==> config.mk <==
export PLATFORM = sky130hd
export DESIGN_NAME = prog_loader
export DESIGN_NICKNAME = d
export VERILOG_FILES = /design/src/rtl/prog_loader_pkg.sv /design/src/rtl/prog_loader_asm.sv /design/src/rtl/prog_loader.sv
export SDC_FILE = /design/constraint.sdc
export NUM_CORES = 1
export LEC_CHECK = 0
export ABC_AREA = 1
export CAP_MARGIN = 20
export CORE_MARGIN = 2
export CORE_UTILIZATION = 60
export CTS_BUF_LIST = sky130_fd_sc_hd__clkbuf_4
export CTS_CLUSTER_DIAMETER = 150
export CTS_CLUSTER_SIZE = 40
export DETAILED_ROUTE_END_ITERATION = 10
export PLACE_DENSITY = 0.86
export SYNTH_ARGS = -nofsm -noshare
export SYNTH_HDL_FRONTEND = slang
export SYNTH_SLANG_ARGS = --single-unit
==> constraint.sdc <==
create_clock -name clk -period 2.6 [get_ports clk]
set_clock_uncertainty 0.05 [all_clocks]
set_input_delay 0.26 -clock clk [delete_from_list [all_inputs] [get_ports clk]]
set_output_delay 0.26 -clock clk [all_outputs]
set_load 0.03 [all_outputs]
==> src/rtl/prog_loader_pkg.sv <==
// Shared types and widths for the instruction-memory program loader.
package prog_loader_pkg;

  localparam int WORD_W = 32;
  localparam int BYTE_W = 8;
  localparam int LEN_W  = 16;

  typedef enum logic [2:0] {
    LEN_LO = 3'd0,
    LEN_HI = 3'd1,
    DATA   = 3'd2,
    CKSUM  = 3'd3,
    RUN    = 3'd4,
    ERROR  = 3'd5
  } state_t;

  // True for every state in which the loader is willing to take a byte.
  function automatic logic is_load_state(input state_t s);
    logic r;
    r = 1'b0;
    case (s)
      LEN_LO, LEN_HI, DATA, CKSUM: r = 1'b1;
      default:                     r = 1'b0;
    endcase
    return r;
  endfunction

endpackage

==> src/rtl/prog_loader_asm.sv <==
// Byte-to-word assembler: collects four bytes little-endian and emits a
// one-cycle word_valid pulse together with the finished 32-bit word.
module prog_loader_asm
  import prog_loader_pkg::*;
(
  input  logic              clk,
  input  logic              rst,
  input  logic              clear,
  input  logic              byte_valid,
  input  logic [BYTE_W-1:0] byte_in,
  output logic [1:0]        byte_idx,
  output logic              word_valid,
  output logic [WORD_W-1:0] word
);

  logic [3*BYTE_W-1:0] low_bytes;

  // Holds the first three bytes of the word in progress and tracks the byte index.
  always_ff @(posedge clk or negedge rst) begin
    if (!rst) begin
      byte_idx  <= 2'd0;
      low_bytes <= '0;
    end else if (clear) begin
      byte_idx  <= 2'd0;
    end else if (byte_valid) begin
      case (byte_idx)
        2'd0:    low_bytes[BYTE_W-1:0]          <= byte_in;
        2'd1:    low_bytes[2*BYTE_W-1:BYTE_W]   <= byte_in;
        2'd2:    low_bytes[3*BYTE_W-1:2*BYTE_W] <= byte_in;
        default: ;
      endcase
      byte_idx <= byte_idx + 2'd1;
    end
  end

  // Completes the word on the fourth byte; word stays stable until the next one.
  always_ff @(posedge clk or negedge rst) begin
    if (!rst) begin
      word_valid <= 1'b0;
      word       <= '0;
    end else begin
      word_valid <= 1'b0;
      if (byte_valid && !clear && (byte_idx == 2'd3)) begin
        word_valid <= 1'b1;
        word       <= {byte_in, low_bytes};
      end
    end
  end

endmodule

==> src/rtl/prog_loader.sv <==
// Program loader: receives a length-prefixed byte stream, writes the words
// into instruction memory and holds the CPU in reset until loading is done.
// Optional trailing checksum byte enabled by defining PROG_LOADER_CKSUM_EN.
module prog_loader
  import prog_loader_pkg::*;
#(
  parameter int DEPTH = 256,
  parameter int AW    = 8
) (
  input  logic              clk,
  input  logic              rst,
  input  logic              in_valid,
  input  logic [BYTE_W-1:0] in_data,
  output logic              in_ready,
  input  logic              reload,
  output logic              imem_we,
  output logic [AW-1:0]     imem_addr,
  output logic [WORD_W-1:0] imem_wdata,
  output logic              cpu_rst,
  output logic              done,
  output logic              err
);

`ifdef PROG_LOADER_CKSUM_EN
  localparam state_t AFTER_LOAD = CKSUM;
`else
  localparam state_t AFTER_LOAD = RUN;
`endif

  state_t              state;
  state_t              state_next;
  logic                accept;
  logic [LEN_W-1:0]    len_q;
  logic [LEN_W-1:0]    len_full;
  logic [AW-1:0]       word_cnt;
  logic                last_word;
  logic                load_start;
  logic                restart;
  logic                asm_clear;
  logic                asm_byte_valid;
  logic [1:0]          byte_idx;
  logic                word_valid;
  logic [WORD_W-1:0]   word;
  logic                cks_ok;

  assign accept         = in_valid && in_ready;
  assign len_full       = {in_data, len_q[BYTE_W-1:0]};
  assign last_word      = (LEN_W'(word_cnt) == (len_q - LEN_W'(1)));
  assign load_start     = accept && (state == LEN_HI);
  assign restart        = reload && ((state == RUN) || (state == ERROR));
  assign asm_clear      = load_start || restart;
  assign asm_byte_valid = accept && (state == DATA);

  prog_loader_asm u_asm (
    .clk        (clk),
    .rst        (rst),
    .clear      (asm_clear),
    .byte_valid (asm_byte_valid),
    .byte_in    (in_data),
    .byte_idx   (byte_idx),
    .word_valid (word_valid),
    .word       (word)
  );

`ifdef PROG_LOADER_CKSUM_EN
  logic [BYTE_W-1:0] cks_q;

  // Running XOR of every accepted byte, restarted by the first length byte.
  always_ff @(posedge clk or negedge rst) begin
    if (!rst) begin
      cks_q <= '0;
    end else if (accept) begin
      case (state)
        LEN_LO:       cks_q <= in_data;
        LEN_HI, DATA: cks_q <= cks_q ^ in_data;
        default:      ;
      endcase
    end
  end

  assign cks_ok = (in_data == cks_q);
`else
  assign cks_ok = 1'b1;
`endif

  // State register.
  always_ff @(posedge clk or negedge rst) begin
    if (!rst) begin
      state <= LEN_LO;
    end else begin
      state <= state_next;
    end
  end

  // Next-state decode; the final word's write cycle already sits in AFTER_LOAD.
  always_comb begin
    state_next = state;
    case (state)
      LEN_LO: begin
        if (accept) state_next = LEN_HI;
      end
      LEN_HI: begin
        if (accept) begin
          if (len_full > LEN_W'(DEPTH)) begin
            state_next = ERROR;
          end else if (len_full == '0) begin
            state_next = AFTER_LOAD;
          end else begin
            state_next = DATA;
          end
        end
      end
      DATA: begin
        if (asm_byte_valid && (byte_idx == 2'd3) && last_word) begin
          state_next = AFTER_LOAD;
        end
      end
      CKSUM: begin
        if (accept) state_next = cks_ok ? RUN : ERROR;
      end
      RUN, ERROR: begin
        if (reload) state_next = LEN_LO;
      end
      default: state_next = LEN_LO;
    endcase
  end

  // Ready follows the upcoming state so it stays low through reset and the first cycle after.
  always_ff @(posedge clk or negedge rst) begin
    if (!rst) begin
      in_ready <= 1'b0;
    end else begin
      in_ready <= is_load_state(state_next);
    end
  end

  // Captures the two length bytes, low byte first.
  always_ff @(posedge clk or negedge rst) begin
    if (!rst) begin
      len_q <= '0;
    end else if (accept && (state == LEN_LO)) begin
      len_q[BYTE_W-1:0] <= in_data;
    end else if (accept && (state == LEN_HI)) begin
      len_q[LEN_W-1:BYTE_W] <= in_data;
    end
  end

  // Word address; advances after each non-final write so it never wraps past DEPTH-1.
  always_ff @(posedge clk or negedge rst) begin
    if (!rst) begin
      word_cnt <= '0;
    end else if (asm_clear) begin
      word_cnt <= '0;
    end else if (word_valid && (state == DATA)) begin
      word_cnt <= word_cnt + AW'(1);
    end
  end

  // CPU reset release lags RUN entry by a cycle and drops as soon as reload is seen.
  always_ff @(posedge clk or negedge rst) begin
    if (!rst) begin
      cpu_rst <= 1'b0;
    end else begin
      cpu_rst <= (state == RUN) && !reload;
    end
  end

  assign imem_we    = word_valid;
  assign imem_addr  = word_cnt;
  assign imem_wdata = word;
  assign done       = (state == RUN);
  assign err        = (state == ERROR);

endmodule

==> results of run 1 <==
==> per-layer routing <==
layer  vias to the layer above  global-route usage [%]  routed length [µm]
met4                         0                    13.8                 389
li1                       1732                       -                   -
met1                      1667                    37.2                4100
met3                        32                    4.83                 597
met2                       134                    43.7                4410
met5                         -                       0                   0
==> metrics by stage <==
stage               worst slack (ns)  area [µm²]  cells
floorplan                      0.939        4150    510
global placement               0.715        4790    638
detailed placement             0.643        4790    638
CTS                            0.414        4950    655
global route                   0.325        4950    655
finish                         0.424        4950    655
==> logic make-up (layout without fill, tap and decap cells) <==
kind of cell / Yosys count / in the layout / synth area share, %
xor gates and xnor gates: 4 / 4 / 0.844
buffers and inverters: 64 / 129 / 5.99
and+or+nand+nor: 272 / 272 / 28.5
DFF: 88 / 88 / 53.0
adders and majority gates: 6 / 6 / 1.81
AOI/OAI and AO/OA: 76 / 76 / 9.88
==> synth_stat cells, drive strengths merged <==
master     n  share of area (%)
or2        1               0.15
o22ai      1               0.15
a22o       1               0.21
nor2      43                5.4
buf        6               0.72
clkinv     1               0.12
xor2       3               0.63
ha         6                1.8
o41ai      1               0.21
inv       52                4.7
o21bai     1               0.18
nand3     20                2.8
o2111ai    1               0.21
nand2b     1               0.15
nor3       4               0.60
a21oi     12                1.7
o21ai     59                7.2
nand2    199                 19
nand4      4               0.60
xnor2      1               0.21
clkbuf     5               0.45
dfrtp     88                 53
==> final cells by class <==
class | instances | share of cell area, %
inverters | 53 | 4.05
flip-flops and latches | 88 | 44.5
well taps | 80 | 2.02
multi-input cells | 358 | 34.4
clock inverters | 7 | 1.72
clock buffers | 9 | 1.37
repair buffers | 60 | 11.9
==> final timing paths <==
check                          startpoint            endpoint  depth (start not counted)
setup / recovery                 state[1]                done                          4
hold / removal                        rst  u_asm.low_bytes[4]                          2
setup reg to reg                 len_q[0]            state[1]                         13
hold reg to reg            u_asm.word[22]      u_asm.word[22]                          2
max in group asynchronous             rst      u_asm.word[22]                          3
min in group clk               in_data[4]           len_q[12]                          3
==> critical path, stage by stage (launching register included) <==
cell and delay, ns:
dfrtp_1 0.45, inv_2 0.09, nand2_1 0.10, nor2_1 0.10, clkdlybuf4s50_1 0.68
==> layout by cell type, fill, tap and decap left out, types with 2 or more instances in the layout <==
cell / instances
a21oi_1: 11
nand3_1: 18
inv_8: 2
nand2_4: 3
inv_2: 6
o21ai_1: 9
nand2_2: 4
clkbuf_4: 9
xor2_1: 3
nand2_1: 192
nor2_4: 5
nor2_1: 34
nor3_1: 3
inv_6: 2
inv_1: 46
nand4_1: 4
clkdlybuf4s50_1: 55
ha_1: 6
o21ai_0: 49
clkinvlp_4: 2
nor2_2: 3
dfrtp_1: 88
buf_4: 4
==> sequential cells by signal, indices dropped and copies added, names as in the netlist <==
| register | cells |
|---|---|
| len_q | 16 |
| state | 3 |
| u_asm.word_valid | 1 |
| u_asm.word | 32 |
| cpu_rst | 1 |
| in_ready | 1 |
| imem_addr | 8 |
| u_asm.byte_idx | 2 |
| u_asm.low_bytes | 24 |
==> power groups by stage <==
stage	logic [mW]	registers [mW]	clock network (mW)
floorplan	0.914	1.71	0
global placement	1.22	1.71	0
detailed placement	1.26	1.71	0
CTS	1.27	1.69	0.852
global route	1.44	1.71	0.914
finish	1.27	1.69	0.844
==> timing repair <==
action                    in CTS  in global routing
resized for setup              0                  0
hold endpoints to repair      48                  0
hold buffers                   1                  0
setup buffers                  0                  0
==> impl_metrics.json, run 1 <==
{
  "post-route-util_pct": 73.2,
  "synth_warnings": 0,
  "worst_ep_required_time_ns": 2.29,
  "start_util_pct": 61.5,
  "endpoint_kind": "output pin",
  "synth_fp_nets": 528,
  "holdWs_ns": 0.304,
  "relSlewSlack_pct": 57.9,
  "p_leak_nw": 2.44,
  "antenna_found_initial": 0,
  "start_kind": "flip-flop",
  "coreArea_um2": 6760,
  "ys_ff_latch": 88,
  "place_congestion": 0.955,
  "yosysSeqAreaShare_pct": 53.0,
  "setup_viol": 0,
  "grt_max_degree": 51,
  "drv_cap": 0,
  "hp-class": "in -> async",
  "drc_errors": 0,
  "avgSynthCellArea_um2": 8.15,
  "totalPowerFinal_mw": 3.81,
  "cts_root_buffer": "clkbuf_4",
  "synth_cell_types": 34,
  "clk_pin_slew_worst_paths_ns": 0.16,
  "clock.fmax_mhz": 460,
  "cell_internal_pwr_mw": 2.26,
  "clkLatencyLatePin_ns": 0.45,
  "chipWidth_um": 87.2,
  "cp_max_fo": 4,
  "grt_overflow": 0,
  "cts-buffers-inserted": 9,
  "cts_tree": "built",
  "seqPwrFrac_pct": 44.4,
  "clk_path_buf_depth": 2,
  "rrSetupSlack_ns": 0.61,
  "hold_viol_final": 0,
  "status": "finished, final reports clean",
  "nFillCells": 534,
  "ir_drop_uv": 483,
  "p_sw_mw": 1.55,
  "io_buffers": 56,
  "n_antenna_cell": 0,
  "syn2layout_area_growth_pct": 19.1,
  "rows": 30,
  "final_antenna_net_count": 0,
  "dieArea_um2": 7600,
  "finalMaxSlewViolations": 0,
  "seqCellArea_um2": 2200,
  "clkPwrFrac_pct": 22.2,
  "cts_htree_levels": 3,
  "pin_count": 57,
  "crit_type": "reg -> out",
  "multiInputGateArea_um2": 1700,
  "nets": 588,
  "fin_crit_sh_pct": 83.7,
  "finalCriticalPeriod_ns": 2.18,
  "arrival_ns": 1.87,
  "power_density_nw_per_um2": 770,
  "first_pass_iters": 5,
  "netlist_instances": 510,
  "drive_gt1_share_pct": 8.35,
  "grt_usage_pct": 27.7,
  "hpwlAfterDp_um": 6820,
  "dr_total_vias": 3565,
  "tightestPinTransition_ns": 0.631,
  "tns_ns": 0,
  "dr.first_iter.drc_count": 200,
  "drt-total-wl_um": 9500,
  "die_h_um": 87.2,
  "syn_area_um2": 4150,
  "grt_setup_unrepaired": "false",
  "grt_pass1_wl_um": 16100,
  "combPwrFrac_pct": 33.5,
  "routedWlPerCell_um": 14.5,
  "power.share.switching_pct": 40.8,
  "grt_pass1_vias": 3425,
  "via_per_inst": 5.44,
  "cts_sinks": 88
}
Note: power is estimated with default switching activity, not from simulation.
==> run 2: changes to the inputs <==
Settings changed: CORE_UTILIZATION 60 to 51, PLACE_DENSITY 0.86 to 0.78.
Clock period 2.6 ns to 1.9 ns, I/O delays scaled along.
==> run 2 against run 1 <==
Effect of this change:
- via count shrank 0.17%
- utilization decreased by 8.0 points
- largest power group unchanged
- worst setup slack got worse by 0.36 ns
- routed wire length down 0.74%
- flip-flop and latch count is the same
==> impl_metrics.json, run 2 (synthesis gave the netlist of run 1 again) <==
{
  "routedWlPerCell_um": 13.6,
  "p_leak_nw": 2.52,
  "layout_commonest_cell": "nand2_1",
  "antenna_found_initial": 0,
  "drive_gt1_share_pct": 10.9,
  "grt_usage_pct": 23.3,
  "r2r-end": "state[1]",
  "finalMaxSlewViolations": 0,
  "drv_cap": 0,
  "power.share.switching_pct": 40.2,
  "tightestPinTransition_ns": 0.549,
  "via_per_inst": 5.15,
  "start_util_pct": 53.2,
  "worst_ep_required_time_ns": 1.66,
  "dp_slack_ns": 0.0414,
  "start_kind": "flip-flop",
  "cp_max_fo": 5,
  "finalCriticalPeriod_ns": 1.84,
  "cp_slowest_cell": "clkdlybuf4s50_1",
  "seqPwrFrac_pct": 44.5,
  "grt_max_degree": 49,
  "dr.first_iter.drc_count": 175,
  "cts_sinks": 88,
  "grt_pass1_vias": 3417,
  "hp-class": "in -> async",
  "pin_count": 57,
  "place_congestion": 0.946,
  "io_buffers": 56,
  "grt_pass1_wl_um": 16000,
  "wl_met3_um": 425,
  "placedInstanceArea_um2": 4920,
  "chipWidth_um": 94.3,
  "cell_internal_pwr_mw": 3.13,
  "top_register": "u_asm.word",
  "wl_met2_um": 4560,
  "cts_htree_levels": 3,
  "final_antenna_net_count": 0,
  "path_cells": "clkdlybuf4s50_1",
  "cts_tree": "built",
  "crit_type": "reg -> out",
  "path_delay_family": "buffers and inverters",
  "dr_total_vias": 3559,
  "status": "finished, final reports clean",
  "multiInputGateArea_um2": 1720,
  "drt-total-wl_um": 9430,
  "tns_ns": 0,
  "dieArea_um2": 8880,
  "combPwrFrac_pct": 34.9,
  "grt_overflow": 0,
  "coreArea_um2": 7810,
  "wl_met1_um": 4250,
  "rrSetupSlack_ns": 0.08,
  "p_sw_mw": 2.10,
  "clock.fmax_mhz": 545,
  "slowest_delay_ns": 0.70,
  "hpwlAfterDp_um": 6680,
  "syn2layout_area_growth_pct": 22.6,
  "seqCellArea_um2": 2200,
  "largest_reg_flops": 32,
  "worst_slack_ns": 0.0641,
  "final_cell_mix": "nand2_1, dfrtp_1, clkdlybuf4s50_1, o21ai_0, inv_1",
  "hold_viol_final": 0,
  "setup_viol": 0,
  "drc_errors": 0,
  "stdcell_area_um2": 5090,
  "relSlewSlack_pct": 63.3,
  "nFillCells": 696,
  "rows": 32,
  "clkPwrFrac_pct": 20.7,
  "first_pass_iters": 4,
  "cts-buffers-inserted": 9,
  "arrival_ns": 1.60,
  "nets": 602,
  "endpoint_kind": "output pin",
  "dr.max_layer_used": "met4",
  "power_density_nw_per_um2": 1030,
  "clkLatencyLatePin_ns": 0.44,
  "ir_drop_uv": 617,
  "cp_num_buf_inv": 1,
  "post-route-util_pct": 65.2,
  "fin_crit_sh_pct": 96.6,
  "totalPowerFinal_mw": 5.24,
  "clk_pin_slew_worst_paths_ns": 0.15,
  "cts_root_buffer": "clkbuf_4",
  "n_antenna_cell": 0,
  "largestRegisters": "u_asm.word x32, u_asm.low_bytes x24, len_q x16",
  "die_h_um": 94.3,
  "r2r-start": "len_q[1]",
  "grt_setup_unrepaired": "true",
  "clk_path_buf_depth": 2,
  "reg2reg_depth": 13
}
run 2: worst max-delay path by stage:
stage                     cells past startpoint              to          from  slack, ns
after floorplan                              13        state[1]      len_q[0]       0.24
after global routing                         12        state[1]      len_q[1]      -0.13
after global placement                        9  u_asm.word[24]      in_valid       0.12
after detailed placement                      9  u_asm.word[22]      in_valid       0.04
after CTS                                    13        state[1]      len_q[0]       0.03
final                                         1    imem_addr[4]  imem_addr[4]       0.06
run 2: final cells by class:
cell class	instances	area share, %
clock buffer	9	1.33
sequential	88	43.2
timing repair buffer	74	13.8
multi-input combinational	358	33.7
inverter	53	3.98
clock inverter	7	1.38
tap	102	2.51
run 2: per-stage QoR:
step,cells,hold slack [ns]
after global routing,691,0.249
after floorplan,510,-0.156
final,691,0.214
after detailed placement,672,0.154
after CTS,689,0.209
after global placement,672,0.145
run 2: power groups by stage:
stage	Sequential, mW	Clock (mW)	Combinational [mW]
6_report	2.33	1.08	1.83
5_1_grt	2.36	1.18	2.09
4_1_cts	2.31	1.11	1.75
3_5_place_dp	2.34	0	1.75
3_3_place_gp	2.34	0	1.69
2_1_floorplan	2.34	0	1.25
run 2: repair_timing:
item / 4_1_cts / 5_1_grt
endpoints found under the hold margin: 40 / 0
buffers inserted: 0 / 2
cloned: 0 / 0
setup endpoints to repair: 4 / 25
pin swaps: 0 / 6
hold buffers: 1 / 0
gates resized for setup: 4 / 8
run 2: routing by layer:
metal  global-route usage [%]  vias up
li1                         -     1760
met1                     31.8     1675
met2                     37.9      108
met3                     3.69       16
met4                     8.21        0
met5                        0        -
==> run 3: changes to the inputs <==
Settings changed: GPL_ROUTABILITY_DRIVEN set to 0.
==> results of run 3 <==
Same layout as run 2: the final DEF is identical, and so are final timing and power.
